`src/rtl/spi_reg_pkg.sv`:
```
// Shared constants for the SPI register bridge: FSM encoding, special addresses,
// command-byte layout and pointer width.
package spi_reg_pkg;

    localparam int PTR_W      = 7;
    localparam int CMD_RD_BIT = 7;

    localparam logic [PTR_W-1:0] ADDR_STATUS = 7'h7E;
    localparam logic [PTR_W-1:0] ADDR_ID     = 7'h7F;

    typedef logic [1:0] state_t;

    localparam state_t ST_IDLE  = 2'd0;
    localparam state_t ST_CMD   = 2'd1;
    localparam state_t ST_WRITE = 2'd2;
    localparam state_t ST_READ  = 2'd3;

endpackage

```
`src/rtl/spi_reg_bridge_if.sv`:
```
// Byte-engine side of the bridge (frame/byte events in, next MISO byte out)
// plus the write-notification port towards the user logic.
interface spi_reg_bridge_if;

    logic       frame_start;
    logic       frame_end;
    logic       rx_valid;
    logic [7:0] rx_data;
    logic [7:0] tx_data;
    logic       wr_stb;
    logic [6:0] wr_addr;
    logic [7:0] wr_data;

    modport master (
        output frame_start, frame_end, rx_valid, rx_data,
        input  tx_data, wr_stb, wr_addr, wr_data
    );

    modport slave (
        input  frame_start, frame_end, rx_valid, rx_data,
        output tx_data, wr_stb, wr_addr, wr_data
    );

endinterface

```
`src/rtl/spi_reg_file.sv`:
```
// RW register storage with a single write port and a combinational read mux
// that also decodes the status, ID and unmapped addresses.
module spi_reg_file
    import spi_reg_pkg::*;
#(
    parameter int         NUM_REGS  = 16,
    parameter logic [7:0] RESET_VAL = 8'h00,
    parameter logic [7:0] DEV_ID    = 8'hC5
) (
    input  logic                  clk,
    input  logic                  rst_n,
    input  logic                  we,
    input  logic [PTR_W-1:0]      wr_addr,
    input  logic [7:0]            wr_data,
    input  logic [PTR_W-1:0]      rd_addr,
    input  logic [7:0]            status_in,
    output logic [7:0]            rd_data,
    output logic [8*NUM_REGS-1:0] regs_out
);

    logic [7:0] mem [NUM_REGS];

    always_ff @(posedge clk or negedge rst_n) begin
        if (!rst_n) begin
            for (int i = 0; i < NUM_REGS; i++) mem[i] <= RESET_VAL;
        end else if (we) begin
            for (int i = 0; i < NUM_REGS; i++) begin
                if (wr_addr == PTR_W'(i)) mem[i] <= wr_data;
            end
        end
    end

    // Status and ID sit above the RW range, so they are decoded first.
    always_comb begin
        rd_data = 8'h00;
        if (rd_addr == ADDR_STATUS) begin
            rd_data = status_in;
        end else if (rd_addr == ADDR_ID) begin
            rd_data = DEV_ID;
        end else begin
            for (int i = 0; i < NUM_REGS; i++) begin
                if (rd_addr == PTR_W'(i)) rd_data = mem[i];
            end
        end
    end

    for (genvar g = 0; g < NUM_REGS; g++) begin : g_flat
        assign regs_out[8*g +: 8] = mem[g];
    end

endmodule

```
`src/rtl/spi_reg_bridge.sv`:
```
// Command decoder behind the SPI slave byte engine: addressed register access
// with auto-increment, MISO byte preparation and protocol error counting.
module spi_reg_bridge
    import spi_reg_pkg::*;
#(
    parameter int         NUM_REGS  = 16,
    parameter logic [7:0] RESET_VAL = 8'h00,
    parameter logic [7:0] DEV_ID    = 8'hC5,
    parameter logic [7:0] IDLE_TX   = 8'hA5
) (
    input  logic                  clk,
    input  logic                  rst_n,
    spi_reg_bridge_if.slave       bus,
    input  logic [7:0]            status_in,
    output logic [8*NUM_REGS-1:0] regs_out,
    output logic [7:0]            err_cnt
);

    state_t           state;
    logic [PTR_W-1:0] ptr;
    logic [PTR_W-1:0] rd_addr;
    logic [7:0]       rd_data;
    logic             in_range;
    logic             we;
    logic             err_inc;

    // The command byte itself addresses the first read, before ptr is loaded.
    assign rd_addr  = (state == ST_CMD) ? bus.rx_data[PTR_W-1:0] : ptr;
    assign in_range = int'(ptr) < NUM_REGS;
    assign we       = (state == ST_WRITE) && bus.rx_valid && in_range;
    assign err_inc  = ((state == ST_IDLE) && bus.rx_valid) ||
                      ((state == ST_CMD) && bus.frame_end && !bus.rx_valid);

    spi_reg_file #(
        .NUM_REGS  (NUM_REGS),
        .RESET_VAL (RESET_VAL),
        .DEV_ID    (DEV_ID)
    ) u_file (
        .clk       (clk),
        .rst_n     (rst_n),
        .we        (we),
        .wr_addr   (ptr),
        .wr_data   (bus.rx_data),
        .rd_addr   (rd_addr),
        .status_in (status_in),
        .rd_data   (rd_data),
        .regs_out  (regs_out)
    );

    // A byte arriving with a frame boundary is handled first; the boundary
    // then overrides state and tx_data.
    always_ff @(posedge clk or negedge rst_n) begin
        if (!rst_n) begin
            state       <= ST_IDLE;
            ptr         <= '0;
            bus.tx_data <= IDLE_TX;
            bus.wr_stb  <= 1'b0;
            bus.wr_addr <= '0;
            bus.wr_data <= '0;
            err_cnt     <= '0;
        end else begin
            bus.wr_stb <= 1'b0;
            if (err_inc && (err_cnt != 8'hFF)) err_cnt <= err_cnt + 8'd1;

            if (bus.rx_valid) begin
                case (state)
                    ST_CMD: begin
                        if (bus.rx_data[CMD_RD_BIT]) begin
                            state       <= ST_READ;
                            bus.tx_data <= rd_data;
                            ptr         <= bus.rx_data[PTR_W-1:0] + 1'b1;
                        end else begin
                            state <= ST_WRITE;
                            ptr   <= bus.rx_data[PTR_W-1:0];
                        end
                    end
                    ST_WRITE: begin
                        if (in_range) begin
                            bus.wr_stb  <= 1'b1;
                            bus.wr_addr <= ptr;
                            bus.wr_data <= bus.rx_data;
                        end
                        ptr <= ptr + 1'b1;
                    end
                    ST_READ: begin
                        bus.tx_data <= rd_data;
                        ptr         <= ptr + 1'b1;
                    end
                    default: ;
                endcase
            end

            if (bus.frame_end) begin
                state       <= ST_IDLE;
                bus.tx_data <= IDLE_TX;
            end else if (bus.frame_start) begin
                state       <= ST_CMD;
                bus.tx_data <= IDLE_TX;
            end
        end
    end

endmodule
```
`src/flat_wrapper.sv`:
```
// flat-port wrapper written by rule: the top's interface ports become plain ports
module spi_reg_bridge_flat import spi_reg_pkg::*;
#(
    parameter int         NUM_REGS  = 16,
    parameter logic [7:0] RESET_VAL = 8'h00,
    parameter logic [7:0] DEV_ID    = 8'hC5,
    parameter logic [7:0] IDLE_TX   = 8'hA5
)
  (clk, rst_n, status_in, regs_out, err_cnt, bus_frame_start, bus_frame_end, bus_rx_valid, bus_rx_data, bus_tx_data, bus_wr_stb, bus_wr_addr, bus_wr_data);
  spi_reg_bridge_if bus_i ();
  input  logic clk;
  input  logic rst_n;
  input  logic [7:0] status_in;
  output logic [8*NUM_REGS-1:0] regs_out;
  output logic [7:0] err_cnt;
  input wire logic [$bits(bus_i.frame_start)-1:0] bus_frame_start;
  input wire logic [$bits(bus_i.frame_end)-1:0] bus_frame_end;
  input wire logic [$bits(bus_i.rx_valid)-1:0] bus_rx_valid;
  input wire logic [$bits(bus_i.rx_data)-1:0] bus_rx_data;
  output wire logic [$bits(bus_i.tx_data)-1:0] bus_tx_data;
  output wire logic [$bits(bus_i.wr_stb)-1:0] bus_wr_stb;
  output wire logic [$bits(bus_i.wr_addr)-1:0] bus_wr_addr;
  output wire logic [$bits(bus_i.wr_data)-1:0] bus_wr_data;
  assign bus_i.frame_start = bus_frame_start;
  assign bus_i.frame_end = bus_frame_end;
  assign bus_i.rx_valid = bus_rx_valid;
  assign bus_i.rx_data = bus_rx_data;
  assign bus_tx_data = bus_i.tx_data;
  assign bus_wr_stb = bus_i.wr_stb;
  assign bus_wr_addr = bus_i.wr_addr;
  assign bus_wr_data = bus_i.wr_data;
  spi_reg_bridge #(.NUM_REGS(NUM_REGS), .RESET_VAL(RESET_VAL), .DEV_ID(DEV_ID), .IDLE_TX(IDLE_TX)) u_core (.clk(clk), .rst_n(rst_n), .bus(bus_i), .status_in(status_in), .regs_out(regs_out), .err_cnt(err_cnt));
endmodule
```
`config.mk`:
```
export PLATFORM = sky130hd
export DESIGN_NAME = spi_reg_bridge_flat
export DESIGN_NICKNAME = d
export VERILOG_FILES = /design/src/rtl/spi_reg_pkg.sv /design/src/rtl/spi_reg_bridge_if.sv /design/src/rtl/spi_reg_file.sv /design/src/rtl/spi_reg_bridge.sv /design/src/flat_wrapper.sv
export SDC_FILE = /design/constraint.sdc
export NUM_CORES = 1
export LEC_CHECK = 0
export CORE_UTILIZATION = 46
export DETAILED_ROUTE_END_ITERATION = 7
export HOLD_SLACK_MARGIN = 0.12
export PLACE_DENSITY = 0.76
export SLEW_MARGIN = 5
export SYNTH_ARGS = -nofsm -noshare
export SYNTH_HDL_FRONTEND = slang
export SYNTH_SLANG_ARGS = --single-unit
```
`constraint.sdc`:
```
create_clock -name clk -period 2.5 [get_ports clk]
set_clock_uncertainty 0.15 [all_clocks]
set_input_delay 0.625 -clock clk [delete_from_list [all_inputs] [get_ports clk]]
set_output_delay 0.625 -clock clk [all_outputs]
set_load 0.02 [all_outputs]
```
==> results of run 1 <==
layer usage:
metal	GRT usage, %	routed length (um)
met1	44.9	12600
met2	51.9	14300
met3	8.15	2660
met4	14.1	1170
met5	0	0
kinds of logic (layout without fill, tap and decap cells):
| family | Yosys count | count (layout) |
|---|---|---|
| simple gates | 193 | 194 |
| flops | 169 | 169 |
| mux | 141 | 142 |
| compound gates | 136 | 136 |
| buf+inv | 52 | 420 |
| xor+xnor | 13 | 13 |
| fa+ha+maj | 6 | 6 |
| other cells | 0 | 1 |
worst max-delay path by stage:
stage,start,endpoint,slack [ns]
3_5_place_dp,bus_rx_data[0],u_core.bus.tx_data[0],-1.11
3_3_place_gp,bus_rx_data[1],u_core.bus.tx_data[4],-1.04
6_report,u_core.state[0],u_core.bus.tx_data[4],-0.41
2_1_floorplan,u_core.state[1],u_core.bus.tx_data[4],-0.14
5_1_grt,u_core.state[1],u_core.bus.tx_data[4],-0.49
4_1_cts,u_core.state[1],u_core.bus.tx_data[4],-0.32
report_power, final:
part	internal, uW	leakage (uW)	switching [uW]
clock network	1450	0.000284	1180
registers	2840	0.00231	116
logic	743	0.00345	844
total	5040	0.00604	2140
critical path: stages (launching register included):
cell       delay, ns
dfrtp_2         0.44
buf_6           0.14
nand2b_4        0.14
mux2_4          0.42
buf_4           0.19
or4_4           0.56
o21ai_2         0.18
a2bb2oi_2       0.29
o211a_4         0.24
a21oi_2         0.04
state kept, by name (all words and copies together), names as in the netlist:
register / count
u_core.u_file.regs_out: 128
u_core.bus.wr_stb: 1
u_core.err_cnt: 8
u_core.bus.wr_addr: 7
u_core.ptr: 7
u_core.bus.wr_data: 8
u_core.state: 2
u_core.bus.tx_data: 8
final cells by class:
class                      count  area (um^2)
fill                        1147         4530
multi-input combinational    491         4250
sequential                   169         4240
timing repair buffer         374         3590
clock buffer                  19          453
tap                          225          282
clock inverter                13          134
inverter                      14         52.6
antenna                        1         2.50
stage by stage:
step	instances	utilization, %	worst slack, ns	total power, uW	TNS [ns]
after floorplan	710	-	-0.139	3660	-0.672
after detailed placement	1234	66.6	-1.11	4360	-39.42
after CTS	1290	72.3	-0.315	7070	-2.14
after global placement	1234	66.6	-1.04	4330	-39.65
after global routing	1305	74.1	-0.494	7420	-3.25
final	1306	74.1	-0.409	7180	-2.50
cell usage in the layout, fill, tap and decap left out, types with 4 or more instances in the layout:
master / count
inv_1: 13
dfrtp_1: 163
dlygate4sd2_1: 5
a221oi_2: 4
o22ai_1: 8
xnor2_1: 8
clkinv_4: 4
buf_6: 18
a31oi_4: 5
nor4_4: 11
nand3_1: 8
mux2_2: 120
and3_1: 6
ha_1: 6
buf_4: 154
nand2_1: 82
nor4_2: 6
nor2_1: 27
mux2i_1: 4
dfstp_2: 4
or4_1: 5
o221ai_1: 4
a21oi_1: 27
a221oi_1: 8
buf_12: 21
nor3_1: 10
a222oi_1: 5
clkbuf_16: 17
a22o_1: 6
o21ai_0: 20
mux2_4: 5
a22oi_1: 13
mux2_1: 11
clkdlybuf4s50_1: 173
xor2_1: 5
repair_timing:
item                                    CTS  global route
pin swaps                                21            23
gates cloned                              2             0
endpoints found under the setup margin    8            31
hold buffers                              1             0
gates resized for setup                  49            34
buffers inserted                         21            15
endpoints found under the hold margin    38             0
==> impl_metrics.xml, run 1 <==
<?xml version="1.0" encoding="UTF-8"?>
<metrics>
  <group name="pwr">
    <metric name="powerDensity" unit="mW/mm^2">552</metric>
    <metric name="power.static_leakage" unit="uW">0.00604</metric>
    <metric name="power.ir.vdd_worst" unit="V">0.000514</metric>
  </group>
  <group name="clock_tree">
    <metric name="clkTransAtPathRegs" unit="ns">0.07</metric>
    <metric name="cts.sinks" unit="">169</metric>
    <metric name="root_buffer" unit="">clkbuf_16</metric>
    <metric name="clk_latency" unit="ns">0.44</metric>
    <metric name="cts-htree-levels" unit="">4</metric>
    <metric name="cts_tree" unit="">built</metric>
    <metric name="cts_inserted_buffers" unit="">17</metric>
    <metric name="cts.path.max_buffers" unit="">2</metric>
  </group>
  <group name="global_routing">
    <metric name="gr-total-overflow" unit="">0</metric>
    <metric name="grt_antenna_before_repair" unit="">0</metric>
    <metric name="grt_pass1_vias" unit="">7875</metric>
    <metric name="grt_max_degree" unit="">56</metric>
    <metric name="grt_pass1_wl" unit="um">45700</metric>
    <metric name="track_usage" unit="%">33.5</metric>
  </group>
  <group name="yosys">
    <metric name="synth.yosys.warnings" unit="">0</metric>
    <metric name="synthesis.area_per_instance" unit="um^2">11.8</metric>
    <metric name="post_synth_fa_ha_maj_area_fraction" unit="%">0.899</metric>
    <metric name="synth_top_area_share" unit="%">49.4</metric>
    <metric name="synth_enable_flop_cells" unit="">0</metric>
    <metric name="postSynth.topFlopCell" unit="">dfrtp_1</metric>
    <metric name="netlist_area" unit="mm^2">0.00835</metric>
    <metric name="ys_seq_area_share" unit="%">50.7</metric>
    <metric name="syn-instance-count" unit="">710</metric>
    <metric name="dominant_combinational_cell_family_by_area_after_synthesis" unit="">multiplexers</metric>
    <metric name="synth_area_leader_cell" unit="">dfrtp_1</metric>
    <metric name="synthSimpleGateAreaFrac" unit="%">13.2</metric>
    <metric name="synth_cell_type_count" unit="">69</metric>
    <metric name="synth.ff_latch_count" unit="">169</metric>
    <metric name="synth_most_common_cell" unit="">dfrtp_1</metric>
    <metric name="synth_compound_gate_area_share" unit="%">11.8</metric>
    <metric name="async_flop_share" unit="%">100</metric>
    <metric name="yosys.area_share.xor_xnor" unit="%">1.36</metric>
    <metric name="synth_mux_area_share" unit="%">19.2</metric>
    <metric name="synth.cells.most_frequent" unit="">dfrtp_1, mux2_2, nand2_1</metric>
    <metric name="synth.area.top_cells" unit="">dfrtp_1, mux2_2, nand2_1</metric>
    <metric name="syn-num-nets" unit="">737</metric>
  </group>
  <group name="route">
    <metric name="number_of_drc_markers_in_iteration_0" unit="">784</metric>
    <metric name="postRouteWirelength" unit="um">30700</metric>
    <metric name="via_count" unit="">7900</metric>
    <metric name="routed_wire_length_per_instance" unit="um">23.5</metric>
    <metric name="first_pass_iters" unit="">5</metric>
    <metric name="route.detailed.drc" unit="">0</metric>
    <metric name="final_antenna_net_count" unit="">0</metric>
    <metric name="detail_route.vias_per_cell" unit="">6.05</metric>
  </group>
  <group name="hold_path">
    <metric name="worstHoldEndpoint" unit="">u_core.bus.wr_data[5]</metric>
    <metric name="worstHoldStart" unit="">u_core.bus.wr_data[5]</metric>
    <metric name="min-delay-path-class" unit="">reg -&gt; reg</metric>
    <metric name="min_delay_path_depth" unit="">2</metric>
  </group>
  <group name="timing">
    <metric name="finalSetupViolations" unit="">8</metric>
    <metric name="rsz0062_at_grt" unit="">yes</metric>
    <metric name="post-route-period-util" unit="%">116</metric>
    <metric name="final_period_minus_worst_setup_slack" unit="ns">2.91</metric>
    <metric name="timing_max_transition_violations_final" unit="">0</metric>
    <metric name="relSlewSlack" unit="%">62.9</metric>
    <metric name="maxClockFrequency" unit="GHz">0.344</metric>
    <metric name="post_route_hold_slack" unit="ns">0.327</metric>
    <metric name="report.final.hold_viol_count" unit="">0</metric>
    <metric name="tightestPinTransition" unit="ns">0.548</metric>
    <metric name="worst_slack" unit="ns">-0.409</metric>
  </group>
  <group name="placed_design">
    <metric name="placedInstanceArea" unit="mm^2">0.0117</metric>
    <metric name="hpwlAfterDp" unit="um">20900</metric>
    <metric name="place.port_buffers" unit="">180</metric>
    <metric name="gpl.final_weighted_congestion" unit="">0.977</metric>
  </group>
  <group name="floorplanning">
    <metric name="placementRows" unit="">48</metric>
    <metric name="number_of_top_level_pins" unit="">181</metric>
    <metric name="core" unit="mm^2">0.0175</metric>
    <metric name="dieArea" unit="mm^2">0.0187</metric>
    <metric name="die_width" unit="um">137</metric>
    <metric name="dieHeight" unit="um">137</metric>
    <metric name="floorplan.initialDensity" unit="%">47.6</metric>
  </group>
  <group name="worst_setup_path">
    <metric name="critPathLaunchType" unit="">flop</metric>
    <metric name="setup.worst_path.class" unit="">reg -&gt; reg</metric>
    <metric name="r2r_setup_slack" unit="ns">-0.41</metric>
    <metric name="worst_ep_required_time" unit="ns">2.67</metric>
    <metric name="critPathArrivalTime" unit="ns">3.08</metric>
    <metric name="critPathCaptureType" unit="">flop</metric>
    <metric name="worstReg2RegStart" unit="">u_core.state[0]</metric>
    <metric name="crit_path_max_fanout" unit="">8</metric>
    <metric name="reg2regPathDepth" unit="">9</metric>
    <metric name="worst_r2r_endpoint" unit="">u_core.bus.tx_data[4]</metric>
  </group>
  <group name="final_layout">
    <metric name="synthToLayoutAreaGrowth" unit="%">55.7</metric>
    <metric name="net_total_in_the_final_layout" unit="">1094</metric>
    <metric name="final_design_instance_area_without_fill" unit="mm^2">0.0130</metric>
    <metric name="share_of_final_layout_standard_cells_stronger_than_drive_strength_1" unit="%">39.5</metric>
  </group>
  <group name="outcome">
    <metric name="failed_checks" unit="">negative setup slack</metric>
    <metric name="status" unit="">finished, violations left</metric>
  </group>
  <group name="job">
    <metric name="number_of_maximum_capacitance_constraint_violations" unit="">0</metric>
  </group>
</metrics>
(Power assumes the default switching activity.)
==> run 2: changes to the inputs <==
--- a/config.mk
+++ b/config.mk
@@ -5,10 +5,11 @@
 export SDC_FILE = /design/constraint.sdc
 export NUM_CORES = 1
 export LEC_CHECK = 0
-export CORE_UTILIZATION = 46
+export CORE_UTILIZATION = 51
 export DETAILED_ROUTE_END_ITERATION = 7
 export HOLD_SLACK_MARGIN = 0.12
-export PLACE_DENSITY = 0.76
+export PLACE_DENSITY = 0.8
+export SETUP_SLACK_MARGIN = 0.15
 export SLEW_MARGIN = 5
 export SYNTH_ARGS = -nofsm -noshare
 export SYNTH_HDL_FRONTEND = slang
==> constraint.sdc (replaced) <==
create_clock -name clk -period 3.13 [get_ports clk]
set_clock_uncertainty 0.15 [all_clocks]
set_input_delay 0.7825 -clock clk [delete_from_list [all_inputs] [get_ports clk]]
set_output_delay 0.7825 -clock clk [all_outputs]
set_load 0.02 [all_outputs]
==> run 2 against run 1 <==
Compared with the run above:
- the flow now finishes without violations
- sequential share of layout area is 2.1 points higher
- count of clock-buffer cells in the layout shrank 2
- first-iteration DRC count is 8.7% lower
- worst hold slack worse by 0.21 ns
- non-clock buffer count is 49 lower
- fmax shrank 0.98%
- wire length decreased by 7.4%
- total power shrank 20%
- largest power group unchanged
==> impl_metrics.xml, run 2 (synthesis gave the netlist of run 1 again) <==
<?xml version="1.0" encoding="UTF-8"?>
<metrics>
  <group name="final_layout">
    <metric name="net_total_in_the_final_layout" unit="">1043</metric>
    <metric name="largest_reg_flops" unit="">128</metric>
    <metric name="layout.cells.most_common_list" unit="">clkdlybuf4s50_1, dfrtp_1, buf_4</metric>
    <metric name="final_antenna_diode_count" unit="">0</metric>
    <metric name="layout.cells.most_common" unit="">clkdlybuf4s50_1</metric>
    <metric name="share_of_final_layout_standard_cells_stronger_than_drive_strength_1" unit="%">34.9</metric>
    <metric name="synthToLayoutAreaGrowth" unit="%">46.1</metric>
    <metric name="postLayoutCoreUtil" unit="%">76.6</metric>
  </group>
  <group name="global_routing">
    <metric name="grt_pass1_vias" unit="">7577</metric>
    <metric name="track_usage" unit="%">35.0</metric>
    <metric name="grt_pass1_wl" unit="um">43200</metric>
    <metric name="grt_max_degree" unit="">63</metric>
    <metric name="gr-total-overflow" unit="">0</metric>
    <metric name="grt_antenna_before_repair" unit="">0</metric>
  </group>
  <group name="pwr">
    <metric name="power_frac_seq" unit="%">41.5</metric>
    <metric name="combinationalPowerShare" unit="%">19.1</metric>
    <metric name="power.switching_fraction" unit="%">29.4</metric>
    <metric name="power.net_switching" unit="uW">1680</metric>
    <metric name="power.static_leakage" unit="uW">0.00568</metric>
    <metric name="p_clk_share" unit="%">39.4</metric>
    <metric name="power.ir.vdd_worst" unit="V">0.000419</metric>
    <metric name="p_int" unit="uW">4050</metric>
    <metric name="powerDensity" unit="mW/mm^2">470</metric>
  </group>
  <group name="route">
    <metric name="via_count" unit="">7487</metric>
    <metric name="number_of_drc_markers_in_iteration_0" unit="">716</metric>
    <metric name="postRouteWirelength" unit="um">28400</metric>
    <metric name="routed_wire_length_per_instance" unit="um">22.8</metric>
    <metric name="route.detailed.drc" unit="">0</metric>
    <metric name="first_pass_iters" unit="">6</metric>
    <metric name="detail_route.vias_per_cell" unit="">6.01</metric>
    <metric name="final_antenna_net_count" unit="">0</metric>
  </group>
  <group name="worst_setup_path">
    <metric name="critical_path_s_slowest_cell" unit="">nor4_4</metric>
    <metric name="reg2regPathDepth" unit="">11</metric>
    <metric name="worst_ep_required_time" unit="ns">3.34</metric>
    <metric name="crit_path_max_fanout" unit="">9</metric>
    <metric name="timing.critical_path.cells" unit="">nand2b_4 &gt; buf_12 &gt; mux2i_4 &gt; buf_12 &gt; buf_4 &gt; nor4_4 &gt; a222oi_1 &gt; a32o_1 &gt; a31oi_1 &gt; o221ai_2 &gt; a21oi_1</metric>
    <metric name="critPathCaptureType" unit="">flop</metric>
    <metric name="timing.critical_path.slowest_cell_delay" unit="ns">0.50</metric>
    <metric name="critPathMostFrequentCell" unit="">buf_12</metric>
    <metric name="setup.worst_path.class" unit="">reg -&gt; reg</metric>
    <metric name="r2r_setup_slack" unit="ns">0.19</metric>
    <metric name="critPathArrivalTime" unit="ns">3.15</metric>
    <metric name="critPathLaunchType" unit="">flop</metric>
  </group>
  <group name="placed_design">
    <metric name="hpwlAfterDp" unit="um">20100</metric>
    <metric name="place.port_buffers" unit="">180</metric>
    <metric name="gpl.final_weighted_congestion" unit="">0.939</metric>
  </group>
  <group name="job">
    <metric name="number_of_maximum_capacitance_constraint_violations" unit="">0</metric>
  </group>
  <group name="timing">
    <metric name="maxClockFrequency" unit="GHz">0.340</metric>
    <metric name="timing_max_transition_violations_final" unit="">0</metric>
    <metric name="rsz0062_at_grt" unit="">yes</metric>
    <metric name="final_period_minus_worst_setup_slack" unit="ns">2.94</metric>
    <metric name="report.final.hold_viol_count" unit="">0</metric>
    <metric name="post-route-period-util" unit="%">93.8</metric>
    <metric name="finalSetupViolations" unit="">0</metric>
    <metric name="timing.setup.tns" unit="ns">0</metric>
    <metric name="tightestPinTransition" unit="ns">0.572</metric>
    <metric name="relSlewSlack" unit="%">61.8</metric>
  </group>
  <group name="hold_path">
    <metric name="min-delay-path-class" unit="">in -&gt; async</metric>
  </group>
  <group name="clock_tree">
    <metric name="cts_tree" unit="">built</metric>
    <metric name="clk_latency" unit="ns">0.44</metric>
    <metric name="root_buffer" unit="">clkbuf_16</metric>
    <metric name="cts_inserted_buffers" unit="">17</metric>
    <metric name="ctsHoldBuffers" unit="">0</metric>
    <metric name="cts-htree-levels" unit="">4</metric>
    <metric name="clkTransAtPathRegs" unit="ns">0.07</metric>
    <metric name="cts.sinks" unit="">169</metric>
    <metric name="cts.path.max_buffers" unit="">2</metric>
  </group>
  <group name="floorplanning">
    <metric name="floorplan.initialDensity" unit="%">52.4</metric>
    <metric name="die_width" unit="um">130</metric>
    <metric name="number_of_top_level_pins" unit="">181</metric>
    <metric name="core" unit="mm^2">0.0159</metric>
    <metric name="placementRows" unit="">46</metric>
    <metric name="dieArea" unit="mm^2">0.0169</metric>
    <metric name="dieHeight" unit="um">130</metric>
  </group>
  <group name="outcome">
    <metric name="status" unit="">finished clean</metric>
  </group>
</metrics>
-- run 2: cell count changes in the layout (fill, tap and decap cells not counted), sizes merged --
cell           before  now
nand2b              5    4
mux2              136  135
clkdlybuf4s50     173  172
bufinv              1    3
dlymetal6s2s        1    0
clkinv              5    2
dlygate4sd3         1    0
clkbuf             19   20
buf               194  146
dlygate4sd2         5    4
inv                19   22
diode               1    0
-- run 2: worst max-delay path: cells and delay by family (launching register included) --
kind | cells | cell delay [ns]
AO/OA/AOI/OAI | 5 | 1.05
buffers and inverters | 3 | 0.45
flip-flops | 1 | 0.38
multiplexers | 1 | 0.19
AND/OR/NAND/NOR | 2 | 0.65
-- run 2: final cells by class --
cell class | instances | area (um^2)
Timing Repair Buffer | 325 | 2950
Sequential cell | 169 | 4240
Fill cell | 1027 | 3740
Clock inverter | 15 | 204
Clock buffer | 17 | 425
Multi-Input combinational cell | 489 | 4060
Tap cell | 216 | 270
Inverter | 14 | 52.6
-- run 2: power groups by stage --
stage	Sequential (uW)	Clock (uW)	Combinational (uW)
after floorplan	2470	0	439
after global placement	2410	0	966
after detailed placement	2420	0	991
after CTS	2380	2270	1070
after global routing	2390	2370	1170
final	2380	2260	1100
-- run 2: metal layers --
layer	track usage, %	part of all wire [%]	up-vias	wire, um
met1	49.4	43	3733	12100
met4	16.9	3.7	0	1050
met5	0	0	-	0
met2	53.0	46	426	13100
met3	5.58	7.6	77	2160
li1	-	-	3251	-
-- run 2: through the flow --
| step | worst slack [ns] | area (um^2) | hold slack (ns) | std cells | power [uW] |
|---|---|---|---|---|---|
| floorplan | 0.223 | 8350 | 0.337 | 710 | 2910 |
| global placement | -0.606 | 11200 | 0.311 | 1187 | 3370 |
| detailed placement | -0.663 | 11200 | 0.317 | 1187 | 3410 |
| CTS | 0.143 | 12100 | 0.123 | 1238 | 5720 |
| global route | 0.135 | 12200 | 0.142 | 1245 | 5930 |
| finish | 0.193 | 12200 | 0.114 | 1245 | 5740 |
-- run 2: repair_timing --
action                     in CTS  in global routing
setup endpoints to repair       8                  8
pin swaps                      12                 14
setup buffers                  19                  7
gates resized for setup        29                 17
-- run 2: final timing paths --
kind | start | to
min | rst_n | u_core.u_file.regs_out[95]
max reg2reg | u_core.state[1] | u_core.bus.tx_data[6]
min in group clk | u_core.bus.wr_data[1] | u_core.bus.wr_data[1]
min reg2reg | u_core.bus.wr_data[1] | u_core.bus.wr_data[1]
max | u_core.state[1] | u_core.bus.tx_data[6]
max in group asynchronous | rst_n | u_core.u_file.regs_out[36]
==> run 3: changes to the inputs <==
--- a/config.mk
+++ b/config.mk
@@ -5,6 +5,7 @@
 export SDC_FILE = /design/constraint.sdc
 export NUM_CORES = 1
 export LEC_CHECK = 0
+export CORE_MARGIN = 10
 export CORE_UTILIZATION = 51
 export DETAILED_ROUTE_END_ITERATION = 7
 export HOLD_SLACK_MARGIN = 0.12
==> run 3 against run 2 <==
Compared with the run above:
- clock power down 8%
- count of clock-buffer cells in the layout is 1 higher
- critical endpoint is now u_core.bus.tx_data[7]
- register-to-register slack hardly changed
- non-clock buffer count is 11 lower
- sequential power about the same
- final cell count down 0.80%
- via count grew 0.27%
- global-route usage decreased by 6.5 points
- flip-flop and latch count is the same
- total power decreased by 3.5%
- first-iteration DRC count grew 7.3%
==> impl_metrics.xml, run 3 (synthesis gave the netlist of run 1 again) <==
<?xml version="1.0" encoding="UTF-8"?>
<metrics>
  <group name="outcome">
    <metric name="status" unit="">finished clean</metric>
  </group>
  <group name="route">
    <metric name="first_pass_iters" unit="">6</metric>
    <metric name="route.detailed.drc" unit="">0</metric>
    <metric name="postRouteWirelength" unit="um">31600</metric>
    <metric name="number_of_drc_markers_in_iteration_0" unit="">768</metric>
    <metric name="routed_wire_length_per_instance" unit="um">25.6</metric>
    <metric name="detail_route.vias_per_cell" unit="">6.08</metric>
    <metric name="via_count" unit="">7507</metric>
    <metric name="final_antenna_net_count" unit="">0</metric>
  </group>
  <group name="pwr">
    <metric name="p_int" unit="uW">3800</metric>
    <metric name="power_frac_seq" unit="%">43.1</metric>
    <metric name="power.ir.vdd_worst" unit="V">0.000440</metric>
    <metric name="power.static_leakage" unit="uW">0.00560</metric>
    <metric name="power.switching_fraction" unit="%">31.3</metric>
    <metric name="p_clk_share" unit="%">37.5</metric>
    <metric name="power.net_switching" unit="uW">1730</metric>
    <metric name="powerDensity" unit="mW/mm^2">457</metric>
    <metric name="combinationalPowerShare" unit="%">19.4</metric>
  </group>
  <group name="clock_tree">
    <metric name="cts-htree-levels" unit="">4</metric>
    <metric name="root_buffer" unit="">clkbuf_16</metric>
    <metric name="ctsHoldBuffers" unit="">0</metric>
    <metric name="clkTransAtPathRegs" unit="ns">0.07</metric>
    <metric name="cts.path.max_buffers" unit="">2</metric>
    <metric name="cts.sinks" unit="">169</metric>
    <metric name="clk_latency" unit="ns">0.45</metric>
    <metric name="cts_tree" unit="">built</metric>
    <metric name="cts_inserted_buffers" unit="">17</metric>
  </group>
  <group name="global_routing">
    <metric name="gr-total-overflow" unit="">0</metric>
    <metric name="grt_antenna_before_repair" unit="">0</metric>
    <metric name="grt_pass1_wl" unit="um">48200</metric>
    <metric name="grt_pass1_vias" unit="">7751</metric>
    <metric name="grt_max_degree" unit="">71</metric>
    <metric name="track_usage" unit="%">28.5</metric>
  </group>
  <group name="final_layout">
    <metric name="synthToLayoutAreaGrowth" unit="%">44.8</metric>
    <metric name="share_of_final_layout_standard_cells_stronger_than_drive_strength_1" unit="%">34.2</metric>
    <metric name="fin_cells" unit="">1235</metric>
    <metric name="net_total_in_the_final_layout" unit="">1033</metric>
    <metric name="final_antenna_diode_count" unit="">0</metric>
    <metric name="layout.cells.most_common" unit="">clkdlybuf4s50_1</metric>
    <metric name="final_design_instance_area_without_fill" unit="mm^2">0.0121</metric>
    <metric name="largest_reg_flops" unit="">128</metric>
    <metric name="layout.cells.most_common_list" unit="">clkdlybuf4s50_1, dfrtp_1, mux2_2, buf_4, nand2_1</metric>
  </group>
  <group name="floorplanning">
    <metric name="die_width" unit="um">148</metric>
    <metric name="floorplan.initialDensity" unit="%">52.4</metric>
    <metric name="dieArea" unit="mm^2">0.0219</metric>
    <metric name="dieHeight" unit="um">148</metric>
    <metric name="core" unit="mm^2">0.0159</metric>
    <metric name="placementRows" unit="">46</metric>
    <metric name="number_of_top_level_pins" unit="">181</metric>
  </group>
  <group name="worst_setup_path">
    <metric name="timing.critical_path.cells" unit="">nand2b_4 &gt; buf_12 &gt; mux2i_4 &gt; buf_12 &gt; buf_12 &gt; or4b_1 &gt; buf_4 &gt; o21ai_1 &gt; nor4_4 &gt; o21ai_2 &gt; a41oi_2</metric>
    <metric name="critPathCaptureType" unit="">flop</metric>
    <metric name="critPathLaunchType" unit="">flop</metric>
    <metric name="timing.critical_path.slowest_cell_delay" unit="ns">0.63</metric>
    <metric name="critPathMostFrequentCell" unit="">buf_12</metric>
    <metric name="timing.critical_path.max_delay_family" unit="">simple AND/OR/NAND/NOR gates</metric>
    <metric name="worst_ep_required_time" unit="ns">3.32</metric>
    <metric name="critical_path_depth" unit="">11</metric>
    <metric name="crit_path_max_fanout" unit="">15</metric>
    <metric name="critPathArrivalTime" unit="ns">3.13</metric>
    <metric name="timing.critical_path.buf_inv" unit="">4</metric>
    <metric name="reg2regPathDepth" unit="">11</metric>
    <metric name="setup.worst_path.class" unit="">reg -&gt; reg</metric>
    <metric name="critical_path_s_slowest_cell" unit="">or4b_1</metric>
  </group>
  <group name="timing">
    <metric name="rsz0062_at_grt" unit="">yes</metric>
    <metric name="timing_max_transition_violations_final" unit="">0</metric>
    <metric name="final_period_minus_worst_setup_slack" unit="ns">2.94</metric>
    <metric name="tightestPinTransition" unit="ns">0.716</metric>
    <metric name="maxClockFrequency" unit="GHz">0.340</metric>
    <metric name="report.final.hold_viol_count" unit="">0</metric>
    <metric name="finalSetupViolations" unit="">0</metric>
    <metric name="relSlewSlack" unit="%">52.2</metric>
    <metric name="post-route-period-util" unit="%">93.9</metric>
    <metric name="worst_slack" unit="ns">0.189</metric>
  </group>
  <group name="placed_design">
    <metric name="place.port_buffers" unit="">180</metric>
    <metric name="dp_slack" unit="ns">-0.584</metric>
    <metric name="post-place-cells" unit="">1188</metric>
    <metric name="gpl.final_weighted_congestion" unit="">0.970</metric>
    <metric name="hpwlAfterDp" unit="um">23000</metric>
    <metric name="placedInstanceArea" unit="mm^2">0.0112</metric>
  </group>
  <group name="hold_path">
    <metric name="min-delay-path-class" unit="">in -&gt; async</metric>
  </group>
  <group name="job">
    <metric name="number_of_maximum_capacitance_constraint_violations" unit="">0</metric>
  </group>
</metrics>
==> run 3: cell count changes in the layout (fill, tap and decap cells not counted), moves of 3 or more <==
cell       change
buf_4         -14
inv_6          -4
bufinv_16      -3
clkinv_4       +3
inv_8          +3
==> run 3: final timing paths <==
kind                       slack [ns]             startpoint                          to
max                              0.19        u_core.state[1]       u_core.bus.tx_data[7]
min in group clk                 0.33  u_core.bus.wr_data[5]       u_core.bus.wr_data[5]
min                              0.20                  rst_n  u_core.u_file.regs_out[79]
min reg2reg                      0.33  u_core.bus.wr_data[5]       u_core.bus.wr_data[5]
max in group asynchronous        1.82                  rst_n       u_core.bus.tx_data[5]
max reg2reg                      0.19        u_core.state[1]       u_core.bus.tx_data[7]
==> run 3: area by class of cell <==
class                           instances  area, um^2
Tap cell                              216         270
Clock inverter                         14         150
Timing Repair Buffer                  314        2880
Clock buffer                           18         429
Fill cell                            1078        3850
Sequential cell                       169        4240
Inverter                               14        52.6
Multi-Input combinational cell        490        4080
==> run 3: power by group through the flow <==
stage	Combinational, uW	Clock (uW)	Sequential, uW
3_3_place_gp	976	0	2410
3_5_place_dp	1000	0	2420
2_1_floorplan	439	0	2470
4_1_cts	1030	2090	2380
6_report	1070	2080	2390
5_1_grt	1140	2180	2400
==> run 3: layer usage <==
metal  vias to the layer above  wire (um)  GRT usage, %
met1                      3816      13500          38.3
met3                        48       2690          7.20
met4                         0        605          6.64
met5                         -          0             0
met2                       405      14800          45.2
li1                       3238          -             -
==> run 3: per-stage QoR <==
step           hold slack (ns)  utilization (%)  power, uW  TNS, ns
6_report                 0.200             75.9       5530        0
5_1_grt                  0.249             75.9       5720        0
4_1_cts                  0.229             74.6       5500        0
3_5_place_dp             0.314             70.3       3420    -4.00
3_3_place_gp             0.309             70.3       3390    -3.14
2_1_floorplan            0.337                -       2910        0
==> run 3: repair_timing <==
| action | CTS | global route |
|---|---|---|
| gates resized for setup | 20 | 29 |
| pin swaps | 13 | 17 |
| gates cloned | 1 | 1 |
| setup endpoints to repair | 8 | 6 |
| buffers inserted | 6 | 7 |
